===== src/rtl/pid_bus_arbiter_pkg.sv =====
// Shared definitions for the particle-ID local-bus arbiter: widths, requester
// indices, sequencer state encoding and the latched command record.
package pid_bus_arbiter_pkg;

    localparam int ADDR_W = 8;
    localparam int DATA_W = 32;

    localparam logic REQ_HOST = 1'b0;
    localparam logic REQ_SCAN = 1'b1;

    localparam logic [1:0] ST_IDLE = 2'd0;
    localparam logic [1:0] ST_WSTB = 2'd1;
    localparam logic [1:0] ST_RSTB = 2'd2;
    localparam logic [1:0] ST_RESP = 2'd3;

    typedef struct packed {
        logic              wr;
        logic [ADDR_W-1:0] addr;
        logic [DATA_W-1:0] wdata;
    } cmd_t;

endpackage


===== src/rtl/pid_bus_arbiter_rr_grant2.sv =====
// Two-way round-robin grant with a scan-engine lock override; remembers which
// requester completed most recently.
module pid_bus_arbiter_rr_grant2
    import pid_bus_arbiter_pkg::*;
(
    input  logic       clk,
    input  logic       rst,
    input  logic [1:0] req_valid_i,
    input  logic       lock_i,
    input  logic       update_i,
    input  logic       owner_i,
    output logic [1:0] grant_o
);

    logic last_owner_q;
    logic last_owner_d;

    always_comb begin
        // NOTE: every output gets a default first so no path can infer a latch.
        grant_o = 2'b00;
        case (req_valid_i)
            2'b01:   grant_o = 2'b01;
            2'b10:   grant_o = 2'b10;
            2'b11: begin
                if (lock_i && (last_owner_q == REQ_SCAN)) begin
                    grant_o = 2'b10;
                end else begin
                    grant_o = (last_owner_q == REQ_SCAN) ? 2'b01 : 2'b10;
                end
            end
            default: grant_o = 2'b00;
        endcase
    end

    assign last_owner_d = update_i ? owner_i : last_owner_q;

    // Resetting to the scan engine makes the first conflict go to the host.
    always_ff @(posedge clk) begin
        // NOTE: non-blocking assignments keep every flop updating from pre-edge values.
        if (rst) begin
            last_owner_q <= REQ_SCAN;
        end else begin
            last_owner_q <= last_owner_d;
        end
    end

endmodule


===== src/rtl/pid_bus_arbiter.sv =====
// Arbiter/sequencer turning host and scan-engine commands into single Write
// strobes and RD_LAT-cycle Read strobes on the particle-ID local bus.
module pid_bus_arbiter
    import pid_bus_arbiter_pkg::*;
#(
    parameter int RD_LAT = 1
) (
    input  logic                   clk,
    input  logic                   rst,
    input  logic [1:0]             req_valid,
    output logic [1:0]             req_ready,
    input  logic [1:0]             req_wr,
    input  logic [1:0][ADDR_W-1:0] req_addr,
    input  logic [1:0][DATA_W-1:0] req_wdata,
    input  logic                   b_lock,
    output logic [1:0]             resp_valid,
    output logic [DATA_W-1:0]      resp_rdata,
    output logic                   busy,
    output logic [ADDR_W-1:0]      Address,
    output logic [DATA_W-1:0]      DataIn,
    output logic                   Read,
    output logic                   Write,
    input  logic [DATA_W-1:0]      DataOut
);

    if (RD_LAT < 1 || RD_LAT > 4) begin : g_bad_rd_lat
        $error("pid_bus_arbiter: RD_LAT must be in 1..4");
    end

    logic [1:0]        state_q, state_d;
    cmd_t              cmd_q, cmd_d;
    logic              owner_q, owner_d;
    logic [1:0]        cnt_q, cnt_d;
    logic [DATA_W-1:0] rdata_q, rdata_d;
    logic [1:0]        grant;
    logic              gidx;
    logic              accept;

    pid_bus_arbiter_rr_grant2 u_rr_grant2 (
        .clk         (clk),
        .rst         (rst),
        .req_valid_i (req_valid),
        .lock_i      (b_lock),
        .update_i    (state_q == ST_RESP),
        .owner_i     (owner_q),
        .grant_o     (grant)
    );

    assign gidx   = grant[1];
    assign accept = (state_q == ST_IDLE) && (grant != 2'b00) && !rst;

    always_comb begin
        state_d = state_q;
        cmd_d   = cmd_q;
        owner_d = owner_q;
        cnt_d   = cnt_q;
        rdata_d = rdata_q;
        case (state_q)
            ST_IDLE: begin
                if (accept) begin
                    owner_d = gidx;
                    cmd_d   = '{wr: req_wr[gidx], addr: req_addr[gidx], wdata: req_wdata[gidx]};
                    cnt_d   = 2'(RD_LAT - 1);
                    state_d = req_wr[gidx] ? ST_WSTB : ST_RSTB;
                end
            end
            ST_WSTB: state_d = ST_RESP;
            ST_RSTB: begin
                // The counter reaching zero marks the last Read cycle.
                if (cnt_q == 2'd0) begin
                    rdata_d = DataOut;
                    state_d = ST_RESP;
                end else begin
                    cnt_d = cnt_q - 2'd1;
                end
            end
            ST_RESP: state_d = ST_IDLE;
            default: state_d = ST_IDLE;
        endcase
    end

    always_ff @(posedge clk) begin
        if (rst) begin
            state_q <= ST_IDLE;
            cmd_q   <= '0;
            owner_q <= REQ_HOST;
            cnt_q   <= 2'd0;
            rdata_q <= '0;
        end else begin
            state_q <= state_d;
            cmd_q   <= cmd_d;
            owner_q <= owner_d;
            cnt_q   <= cnt_d;
            rdata_q <= rdata_d;
        end
    end

    assign req_ready  = accept ? grant : 2'b00;
    assign busy       = (state_q != ST_IDLE);
    assign Read       = (state_q == ST_RSTB);
    assign Write      = (state_q == ST_WSTB);
    assign Address    = cmd_q.addr;
    assign DataIn     = cmd_q.wdata;
    assign resp_valid = (state_q != ST_RESP) ? 2'b00 :
                        (owner_q == REQ_SCAN) ? 2'b10 : 2'b01;
    assign resp_rdata = (state_q == ST_RESP && !cmd_q.wr) ? rdata_q : '0;

endmodule


===== config.mk =====
export PLATFORM = sky130hd
export DESIGN_NAME = pid_bus_arbiter
export DESIGN_NICKNAME = d
export VERILOG_FILES = /design/src/rtl/pid_bus_arbiter_pkg.sv /design/src/rtl/pid_bus_arbiter_rr_grant2.sv /design/src/rtl/pid_bus_arbiter.sv
export SDC_FILE = /design/constraint.sdc
export NUM_CORES = 1
export LEC_CHECK = 0
export ABC_CLOCK_PERIOD_IN_PS = 1800
export CORE_MARGIN = 2
export CORE_UTILIZATION = 39
export DETAILED_ROUTE_END_ITERATION = 8
export PLACE_DENSITY = 0.83
export SYNTH_ARGS = -nofsm -noshare
export SYNTH_HDL_FRONTEND = slang
export SYNTH_SLANG_ARGS = --single-unit

===== constraint.sdc =====
create_clock -name clk -period 1.8 [get_ports clk]
set_input_delay 0.18 -clock clk [delete_from_list [all_inputs] [get_ports clk]]
set_output_delay 0.18 -clock clk [all_outputs]
set_load 0.05 [all_outputs]

### Word-level counts from Yosys, hierarchy flattened

Cells that the tools add are included.
W data, S select, Z words.

| operators by class | value |
|---|---|
| $add $sub $neg | 1 |
| multiply operators | 0 |
| divide/modulo/power cells | 0 |
| magnitude comparators | 1 |
| equality and inequality tests | 10 |
| shifts and indexed selects | 0 |
| multiplexer cells | 20 |
| bitwise gates (word level) | 0 |
| reductions and logical operators | 15 |

Operator list:

| cell | number |
|---|---|
| $mux W32 | 3 |
| $mux W2 | 10 |
| $mux W8 | 2 |
| $eq A2 B2 Y1 const B | 4 |
| $pmux W2 S4 | 1 |
| $ne A2 B2 Y1 const B | 3 |
| $pmux W2 S3 | 1 |
| $reduce_and A2 Y1 | 3 |
| $reduce_bool A2 Y1 | 3 |
| $eq A2 B1 Y1 const B | 2 |
| $logic_and A1 B1 Y1 | 4 |
| $logic_not A2 Y1 | 2 |
| $pmux W2 S2 | 1 |
| $reduce_and A3 Y1 | 1 |
| $logic_not A1 Y1 | 2 |
| $lt A1 B2 Y1 const B | 1 |
| $mux W1 | 2 |
| $ne A2 B1 Y1 const B | 1 |
| $sub A2 B1 Y2 const B | 1 |

| word-level totals | value |
|---|---|
| register bits after elaboration | 79 |
| latch bits | 0 |
| bits in writable memories | 0 |
| bits in read-only memories | 0 |
| output and inout port bits | 79 |
| logic and storage cells | 55 |
| memories kept | 0 |

### Depth between registers and ports, before layout

Gate-level depths: netlist of run 1.

| logic depth | value |
|---|---|
| depth after elaboration | 8 |
| depth in mapped cells | 8 |

### Hierarchy

From an unflattened synthesis of run 1, not the netlist that was laid out.

| unflattened totals | value |
|---|---|
| cell total of the unflattened synthesis | 462 |
| area, all modules | 4160.2 sq um |

By module, submodules not included:

| module | times used | cells each | area each (sq um) | seq. area each (sq um) |
|---|---|---|---|---|
| pid_bus_arbiter | 1 | 455 | 4102.7 | 1561.5 |
| pid_bus_arbiter_rr_grant2 | 1 | 7 | 57.6 | 20.0 |

### Least setup slack after synthesis of run 1

No wires, ideal clock.

| path | value |
|---|---|
| path type | reg-to-reg |
| start | register state_q[0] |
| end | register rdata_q[27] |
| library setup time | 0.070 ns |
| arrival | 1.786 ns |
| slack | -0.057 ns |
| stages on the path, launching flop included | 8 |
| path buffers | 2 |
| clock period less this slack | 1.857 ns |
| cells stage by stage | dfxtp_1 inv_1 ha_1 and2_1 clkbuf_1 clkbuf_1 nand2_1 a21oi_1 |

| on the way | value |
|---|---|
| cells in the longest elaborated chain, start to end | 2 |

RTL lines:

| what | line | RTL |
|---|---|---|
| start, declared | pid_bus_arbiter.sv:30 | `logic [1:0] state_q, state_d;` |
| start signal, assigned | pid_bus_arbiter.sv:90 | `state_q <= state_d;` |
| $eq A2 B2 Y1 | -- |  |
| net Read | pid_bus_arbiter.sv:21 | `output logic Read,` |
| $reduce_and A2 Y1 (no line) | -- |  |
| end signal, assigned | pid_bus_arbiter.sv:94 | `rdata_q <= rdata_d;` |
| end, declared | pid_bus_arbiter.sv:34 | `logic [DATA_W-1:0] rdata_q, rdata_d;` |

The timed path passes the listed nets, and every way through them passes these cells.
A chain may end at the register's enable or synchronous reset.

### Final worst setup path of run 1

| path | value |
|---|---|
| start | register state_q[0] |
| end | output resp_rdata[10] |

| on the way | value |
|---|---|
| cells in the longest elaborated chain, start to end | 3 |

RTL lines:

| what | line | RTL |
|---|---|---|
| $eq A2 B2 Y1 | pid_bus_arbiter.sv:106 | `assign resp_rdata = (state_q == ST_RESP && !cmd_q.wr) ? rdata_q : '0;` |
| $logic_and A1 B1 Y1 | pid_bus_arbiter.sv:106 |  |
| $mux W32 | pid_bus_arbiter.sv:106 |  |
| end, declared | pid_bus_arbiter.sv:17 | `output logic [DATA_W-1:0] resp_rdata,` |

Every way passes these cells.

==> flow_summary.yaml, run 1 <==
detailed_routing:
  ant_nets: 0
  wl_per_cell_um: 16.84
  drtIter0Drc: 213
  firstDrtPassIters: 5
  vias_per_cell: 5.118
  via_count: 3475
  drc: 0
  routed_wl_mm: 11.43
min_path:
  min_to: "rdata_q[27]"
  min_path_type: "input port to register"
  whs_path_depth: 3
  min_from: "DataOut[27]"
floorplan:
  initial_core_util_pct: 40.51
  die_area_um2: 9927
  row_count: 34
  dieHeight_um: 99.64
  dieWidth_um: 99.64
  boundaryPins: 198
  core_um2: 8806
worst_setup_path:
  crit_path_max_incr_delay_ns: 0.38
  path_cells: "ha_4, inv_4, nor2_4, clkbuf_16, and2_4, buf_12"
  crit_slowest_cell: "dfxtp_4"
  crit_type: "register to output pin"
  reg2reg_depth: 7
  crit_path_start_kind: "register"
  regToRegSetupSlack_ns: 0.09
  end_kind: "output pin"
  rr_startpoint: "state_q[0]"
  required_ns: 1.62
  arrival_ns: 1.64
  r2r-end: "Address[4]"
  crit_fanout: 8
logic_synthesis:
  seq_area_frac_synth_pct: 44.34
  ys_warn_count: 0
  synth_edf_count: 0
  syn_inst: 408
  syn_area_um2: 3567
  async_reset_ff_share_pct: 0
  synthFlopType: "dfxtp_1"
  synthDistinctLibCells: 31
  synth_nets: 533
  synth_seq_cells: 79
  postSynthAreaPerCell_um2: 8.743
global_route:
  grt_first_pass_wirelength_mm: 16.50
  first_global_vias: 3439
  grt_remaining_overflow: 0
  grt_max_degree: 42
  antenna_found_initial: 0
  grt_use_total_pct: 20.73
final_layout:
  instances_no_fill: 679
  n_antenna_cell: 0
  fin_util_pct: 70.56
  drive_gt1_share_pct: 20.84
  fill_cells: 657
  area_growth_pct: 74.18
  final-seq-area_um2: 1589
  multi_input_area_um2: 1466
  layout.nets: 692
run_status:
  violations: "negative setup slack"
  status: "finished, violations left"
sta:
  hold_viol: 0
  timing.final.ws_setup_ns: -0.01560
  setup_viol: 17
  worst_slew_pin_slew_ns: 0.5399
  fin_skew_ns: 0.01463
  slew_headroom_pct: 63.89
  fmax_ghz: 0.5508
  fin_crit_sh_pct: 100.9
  min_period_ns: 1.816
  rsz0062_at_grt: "yes"
  timing.hold.ws_ns: 0.3869
  drv_slew: 0
pwr:
  peakVddDrop_uv: 640.2
  powerDensity_nw_per_um2: 1275
  p_leak_nw: 2.625
  p_total_mw: 7.921
placed_design:
  placedCellCount: 655
  io_buffer_count: 197
  routabilityCongestion: 0.7873
  hpwl_mm: 7.688
clock_tree:
  cts_max_level: 3
  clk_pin_slew_worst_paths_ns: 0.08
  cts_hold_buf: 0
  clock_sinks: 79
  clockBufferDepth: 2
  cts_tree: "yes"
  clkLatencyLatePin_ns: 0.33
  cts_root_buf: "clkbuf_8"
  cts_made_buffers: 9
flow_run:
  drv_cap: 0
[cells in the mapped netlist, drive strengths merged, types with 3 or more instances]
| cell | number | share of area, % |
|---|---|---|
| dfxtp | 79 | 44 |
| nand2 | 69 | 7.3 |
| buf | 59 | 12 |
| inv | 46 | 4.8 |
| a222oi | 40 | 11 |
| a21oi | 34 | 5.0 |
| and2 | 34 | 6.0 |
| clkbuf | 10 | 1.1 |
| nor2 | 8 | 0.84 |
| ha | 6 | 2.1 |
| nand3b | 3 | 0.74 |
[power by group]
part / switching, mW / internal [mW] / leakage [nW]
logic: 2.34 / 1.64 / 1.87
registers: 0.278 / 2.23 / 0.649
clock network: 0.624 / 0.809 / 0.109
total: 3.24 / 4.68 / 2.62
[how the worst max path moves through the flow]
stage | startpoint | end | cells past startpoint
finish | state_q[0] | resp_rdata[10] | 6
global route | state_q[1] | resp_rdata[8] | 6
CTS | state_q[1] | req_ready[0] | 6
detailed placement | b_lock | Address[4] | 6
global placement | b_lock | DataIn[1] | 6
floorplan | state_q[0] | rdata_q[27] | 7
[kinds of logic after synthesis]
kind of cell	synth area share [%]
DFF	44.34
buffers and inverters	18.10
muxes	0.5612
and+or+nand+nor	16.41
adders and majority gates	2.104
AOI/OAI and AO/OA	18.48
[final cells by class]
class                           instances  area share (%)
Sequential cell                        79           25.57
Timing Repair Buffer                  217           42.43
Tap cell                              108           2.175
Inverter                               46           2.819
Clock inverter                          4           1.128
Multi-Input combinational cell        214           23.60
Clock buffer                           11           2.275
[worst max-delay path, delay by kind of cell, from the launching register on]
kind / cells / cell delay (ns)
and+or+nand+nor: 2 / 0.38
buffers and inverters: 3 / 0.38
adders and majority gates: 1 / 0.15
DFF: 1 / 0.38
[state kept, by name, summed over array words and instances, names as in the netlist]
| signal | cells |
|---|---|
| cnt_q | 2 |
| cmd_q | 1 |
| owner_q | 1 |
| state_q | 2 |
| rdata_q | 32 |
| Address | 8 |
| DataIn | 32 |
| u_rr_grant2.last_owner_q | 1 |
[metal layers]
layer | share of wire [%] | up-vias | track usage, %
met2 | 51 | 172 | 36.90
met4 | 1.0 | 0 | 5.058
met1 | 37 | 1629 | 23.11
li1 | - | 1661 | -
met5 | 0 | - | 0
met3 | 11 | 13 | 8.292
[placed cells by master, fill, tap and decap left out, types with 2 or more instances in the layout]
cell	n
clkdlybuf4s50_1	158
dfxtp_1	77
nand2_1	69
inv_1	43
buf_12	41
a222oi_1	40
and2_4	32
a21oi_1	32
buf_4	12
clkbuf_8	10
nor2_1	6
clkbuf_16	4
ha_1	3
nand2b_1	2
nand3b_1	2
inv_2	2
and2_1	2
mux2i_1	2
nor3b_1	2
a211oi_1	2
o31ai_1	2
ha_4	2
clkinv_2	2
bufinv_16	2
dfxtp_4	2
[timing repair]
item,4_1_cts,5_1_grt
resized for setup,8,40
gates cloned,1,5
pin swaps,0,34
endpoints found under the setup margin,34,50
buffers inserted,0,3
[through the flow]
stage	worst slack (ns)	TNS (ns)	area, um2
6_report	-0.01560	-0.1903	6213
2_1_floorplan	0.1295	0	3570
4_1_cts	-0.07210	-1.531	5979
3_5_place_dp	0.03702	0	5704
3_3_place_gp	0.1054	0	5704
5_1_grt	-0.07531	-1.814	6213
(Power assumes the default switching activity.)
==> run 2: changes to the inputs <==
ABC_CLOCK_PERIOD_IN_PS = 1900   (was 1800)
CAP_MARGIN = 10   (was default)
clock period = 1.9 ns   (was 1.8 ns; I/O delays follow)
==> flow_summary.yaml, run 2 (synthesized netlist as in run 1, its figures left out) <==
pwr:
  p_total_mw: 7.045
  peakVddDrop_uv: 546.1
  p_leak_nw: 2.479
  powerDensity_nw_per_um2: 1199
worst_setup_path:
  reg2reg_depth: 7
  end_kind: "output pin"
  crit_slowest_cell: "dfxtp_1"
  path_buf_inv: 3
  r2r-end: "Address[7]"
  rr_startpoint: "state_q[1]"
  required_ns: 1.71
  crit_path_max_incr_delay_ns: 0.37
  path_cells: "ha_1, inv_1, nor2_2, buf_12, and2_1, buf_12"
  cp_common_cell: "buf_12"
  crit_type: "register to output pin"
  crit_fanout: 32
  regToRegSetupSlack_ns: 0.21
  arrival_ns: 1.61
  critical-path-top-delay-family: "buffers and inverters"
  crit_path_start_kind: "register"
global_route:
  grt_first_pass_wirelength_mm: 16.44
  grt_max_degree: 45
  grt_use_total_pct: 20.57
  grt_remaining_overflow: 0
  first_global_vias: 3375
  antenna_found_initial: 0
sta:
  fin_setup_tns_ns: 0
  timing.hold.ws_ns: 0.3989
  worst_slew_pin_slew_ns: 0.5277
  drv_slew: 0
  min_period_ns: 1.805
  fin_skew_ns: 0.01047
  setup_viol: 0
  hold_viol: 0
  rsz0062_at_grt: "yes"
  fmax_ghz: 0.5541
  fin_crit_sh_pct: 94.99
  slew_headroom_pct: 64.71
floorplan:
  row_count: 34
  core_um2: 8806
  dieWidth_um: 99.64
  initial_core_util_pct: 40.51
  dieHeight_um: 99.64
  boundaryPins: 198
  die_area_um2: 9927
final_layout:
  n_antenna_cell: 0
  area_growth_pct: 64.71
  final_cell_mix: "clkdlybuf4s50_1 (158), dfxtp_1 (78), nand2_1 (69)"
  fin_util_pct: 66.72
  layout.nets: 683
  drive_gt1_share_pct: 13.14
  fill_cells: 677
  final_common_cell: "clkdlybuf4s50_1"
  postLayoutCellArea_um2: 5876
clock_tree:
  cts_max_level: 3
  clockBufferDepth: 2
  cts_root_buf: "clkbuf_8"
  cts_hold_buf: 0
  clkLatencyLatePin_ns: 0.33
  clock_sinks: 79
  clk_pin_slew_worst_paths_ns: 0.09
  cts_made_buffers: 9
  cts_setup_buffers: 0
  cts-resized-gates: 1
  cts_tree: "yes"
min_path:
  whs_path_depth: 3
  min_to: "rdata_q[1]"
  min_path_type: "input port to register"
  min_from: "DataOut[1]"
detailed_routing:
  via_count: 3374
  vias_per_cell: 5.028
  drtIter0Drc: 202
  firstDrtPassIters: 9
  drc: 0
  ant_nets: 0
  wl_per_cell_um: 15.53
  routed_wl_mm: 10.42
run_status:
  status: "finished, final reports clean"
placed_design:
  hpwl_mm: 7.923
  place_area_um2: 5652
  io_buffer_count: 197
  routabilityCongestion: 0.8828
flow_run:
  drv_cap: 0
==> run 2: cell count changes in the layout (fill, tap and decap cells not counted), moves of 3 or more <==
cell       previous run  this run
and2_4               32         1
clkinv_4              0         3
clkbuf_16             4         0
and2_1                2        33
buf_12               41        37
inv_1                43        46
==> run 2: worst reg2reg max path, cell delays in order, from the launching register on <==
cell,delay [ns]
dfxtp_1,0.37
inv_1,0.12
ha_4,0.19
o21a_1,0.13
nor2_2,0.39
buf_12,0.25
a222oi_1,0.10
inv_1,0.09
==> run 2: metal layers <==
layer  wire [um]  GRT usage [%]
met1        4013          23.67
met2        5200          35.65
met3        1082          7.519
met4         126          6.322
met5           0              0
==> run 2: worst max path at each step <==
| stage | from | to | slack [ns] | cells past startpoint |
|---|---|---|---|---|
| final | state_q[1] | resp_rdata[23] | 0.1 | 6 |
| after global routing | state_q[1] | resp_rdata[13] | -0.01 | 6 |
| after global placement | req_valid[0] | DataIn[3] | 0.14 | 6 |
| after detailed placement | req_valid[0] | DataIn[20] | 0.06 | 6 |
| after CTS | state_q[0] | req_ready[0] | 0.005 | 6 |
| after floorplan | state_q[0] | rdata_q[27] | 0.04 | 7 |
==> run 2: cell type report <==
type / instances / area, um2 / area share, %
timing repair buffer: 208 / 2427 / 41.31
sequential: 79 / 1583 / 26.94
multi-input combinational: 214 / 1360 / 23.15
inverter: 46 / 172.7 / 2.939
tap: 108 / 135.1 / 2.300
clock buffer: 9 / 123.9 / 2.108
clock inverter: 7 / 73.82 / 1.256
==> run 2: report_power, final <==
part / switching [mW] / total [mW] / internal [mW]
Clock: 0.626 / 1.24 / 0.609
Sequential: 0.233 / 2.34 / 2.10
Combinational: 2.13 / 3.47 / 1.34
Total: 2.99 / 7.04 / 4.05
==> run 2: stage by stage <==
step | setup slack, ns | std cells
final | 0.09519 | 671
after global routing | -0.009560 | 671
after CTS | 0.005328 | 671
after detailed placement | 0.05885 | 655
after global placement | 0.1429 | 655
after floorplan | 0.04311 | 408
==> run 3: changes to the inputs <==
CORE_UTILIZATION = 41   (was 39)
HOLD_SLACK_MARGIN = 0.06   (was default)
PLACE_DENSITY = 0.82   (was 0.83)
SYNTH_HIERARCHICAL = 1   (was default)
==> flow_summary.yaml, run 3 <==
pwr:
  pwr-share-clk_pct: 15.7
  p_seq_share_pct: 32.9
  pwr-share-comb_pct: 51.4
  p_switching_mw: 2.988
  peakVddDrop_uv: 444.0
  internal-power_mw: 3.920
  p_leak_nw: 2.403
  p_total_mw: 6.907
  powerDensity_nw_per_um2: 1061
  p_sw_share_pct: 43.25
final_layout:
  layout.nets: 733
  final_common_cell: "clkdlybuf4s50_1"
  fin_util_pct: 66.30
  n_antenna_cell: 0
  area_growth_pct: 56.48
  drive_gt1_share_pct: 19.58
  final_cell_mix: "clkdlybuf4s50_1 (157), dfxtp_1 (77), a21oi_1 (74)"
  postLayoutCellArea_um2: 6510
detailed_routing:
  vias_per_cell: 5.008
  ant_nets: 0
  routed_wl_mm: 11.77
  wl_per_cell_um: 15.78
  drc: 0
  via_count: 3736
  drtIter0Drc: 101
  firstDrtPassIters: 4
worst_setup_path:
  crit_fanout: 16
  crit_path_start_kind: "register"
  cp-endpoint: "resp_rdata[15]"
  regToRegSetupSlack_ns: 0.15
  required_ns: 1.71
  path_cells: "ha_4, nor2b_4, clkbuf_16, and2_1, buf_12"
  crit_type: "register to output pin"
  crit_path_max_incr_delay_ns: 0.39
  crit_slowest_cell: "dfxtp_2"
  rr_startpoint: "u_rr_grant2/last_owner_q"
  end_kind: "output pin"
  r2r-end: "DataIn[25]"
  reg2reg_depth: 6
  startpoint: "state_q[1]"
  arrival_ns: 1.64
logic_synthesis:
  synth_area_leaders: "dfxtp_1 (38%), a211oi_2 (12%), mux2i_1 (11%), a21oi_1 (9.0%), buf_4 (7.2%)"
  synth_common_cells: "dfxtp_1 (79), a21oi_1 (75), nand2_1 (70)"
  synth_fa_ha_area_share_pct: 1.805
  ys_warn_count: 6
  synth_edf_count: 0
  yosysTopAreaCell: "dfxtp_1"
  synth-xor-area-share_pct: 0
  postSynthAreaPerCell_um2: 9.005
  synth_most_common_cell: "dfxtp_1"
  seq_area_frac_synth_pct: 38.02
  synth_top_family_by_area: "compound AO/OA/AOI/OAI gates"
  syn_inst: 462
  synth-simple-area-share_pct: 13.74
  synth_mux_area_share_pct: 10.59
  synthDistinctLibCells: 30
  async_reset_ff_share_pct: 0
  synth_seq_cells: 79
  synth_compound_area_share_pct: 23.10
  synth_nets: 587
  synth.top_cell.area_share_pct: 38.02
  synthFlopType: "dfxtp_1"
  syn_area_um2: 4160
sta:
  fin_skew_ns: 0.01171
  timing.hold.ws_ns: 0.2596
  drv_slew: 0
  setup_viol: 0
  min_period_ns: 1.833
  worst_slew_pin_slew_ns: 0.6707
  timing.final.ws_setup_ns: 0.06719
  slew_headroom_pct: 55.28
  fmax_ghz: 0.5456
  fin_crit_sh_pct: 96.46
  hold_viol: 0
clock_tree:
  clockBufferDepth: 2
  clk_pin_slew_worst_paths_ns: 0.07
  cts_made_buffers: 9
  cts_max_level: 3
  cts_hold_buf: 0
  cts_root_buf: "clkbuf_8"
  clkLatencyLatePin_ns: 0.34
  cts_tree: "yes"
  clock_sinks: 79
floorplan:
  row_count: 36
  die_area_um2: 10970
  dieHeight_um: 104.7
  initial_core_util_pct: 42.37
  boundaryPins: 198
  dieWidth_um: 104.7
  core_um2: 9819
min_path:
  min_from: "rst"
  min_path_type: "input port to register"
global_route:
  grtUsageMet2_pct: 37.71
  grt_use_total_pct: 20.92
  grt_max_degree: 54
  first_global_vias: 3824
  grt_first_pass_wirelength_mm: 18.77
  grt_busiest_layer: "met2"
  antenna_found_initial: 0
  grt_remaining_overflow: 0
  met1_usage_pct: 21.96
  grt_use_met3_pct: 8.484
run_status:
  status: "finished, final reports clean"
placed_design:
  hpwl_mm: 8.677
  routabilityCongestion: 0.7514
  dp_slack_ns: -0.2213
  place_area_um2: 6276
  io_buffer_count: 197
flow_run:
  drv_cap: 0
==> run 3: cell types whose count changed in the layout (fill, tap and decap cells not counted), sizes merged, moves of 4 or more <==
| cell | delta |
|---|---|
| a211oi | +40 |
| a21oi | +41 |
| a222oi | -40 |
| buf | +4 |
| inv | -37 |
| mux2i | +42 |
| nor2 | -6 |
| nor2b | +5 |
==> run 3: timing repair <==
action	CTS	global route
setup endpoints to repair	32	74
setup buffers	0	0
gates resized for setup	4	7
gates cloned	0	2
==> run 3: stage by stage <==
stage | cells | TNS (ns)
6_report | 746 | 0
5_1_grt | 746 | -0.006363
4_1_cts | 744 | 0
3_5_place_dp | 728 | -8.179
3_3_place_gp | 728 | -3.986
2_1_floorplan | 462 | 0
==> run 3: cell families after synthesis <==
logic type / Yosys count
buffers and inverters: 87
AOI/OAI and AO/OA: 126
adders and majority gates: 6
and+or+nand+nor: 120
DFF: 79
muxes: 44
==> run 3: power by group through the flow <==
stage / logic (mW) / registers (mW) / clock network [mW]
2_1_floorplan: 2.65 / 2.23 / 0
3_3_place_gp: 3.40 / 2.27 / 0
3_5_place_dp: 3.51 / 2.29 / 0
4_1_cts: 3.52 / 2.26 / 1.13
5_1_grt: 3.80 / 2.32 / 1.21
6_report: 3.55 / 2.28 / 1.08
==> run 3: worst min-delay path by stage <==
stage | endpoint | slack (ns) | cells after the start
2_1_floorplan | u_rr_grant2/last_owner_q | 0.29 | 1
3_3_place_gp | rdata_q[9] | 0.44 | 2
3_5_place_dp | rdata_q[16] | 0.44 | 2
4_1_cts | owner_q | 0.23 | 4
5_1_grt | owner_q | 0.24 | 4
6_report | owner_q | 0.26 | 4
==> run 3: worst max-delay path: cells and delay by family (launching register included) <==
family	cells	cell delay (ns)
buffers and inverters	2	0.35
and+or+nand+nor	2	0.40
DFF	1	0.39
adders and majority gates	1	0.16
==> run 3: final cells by class <==
type	count	area [um2]
clock buffer	10	127.6
clock inverter	6	37.54
fill	819	3309
inverter	9	33.78
multi-input combinational	297	2102
sequential	79	1587
tap	133	166.4
timing repair buffer	212	2456
==> run 3: routing by layer <==
layer | up-vias | wire [um]
met4 | 0 | 208
met3 | 15 | 1003
met1 | 1745 | 4593
li1 | 1836 | -
met5 | - | 0
met2 | 140 | 5967
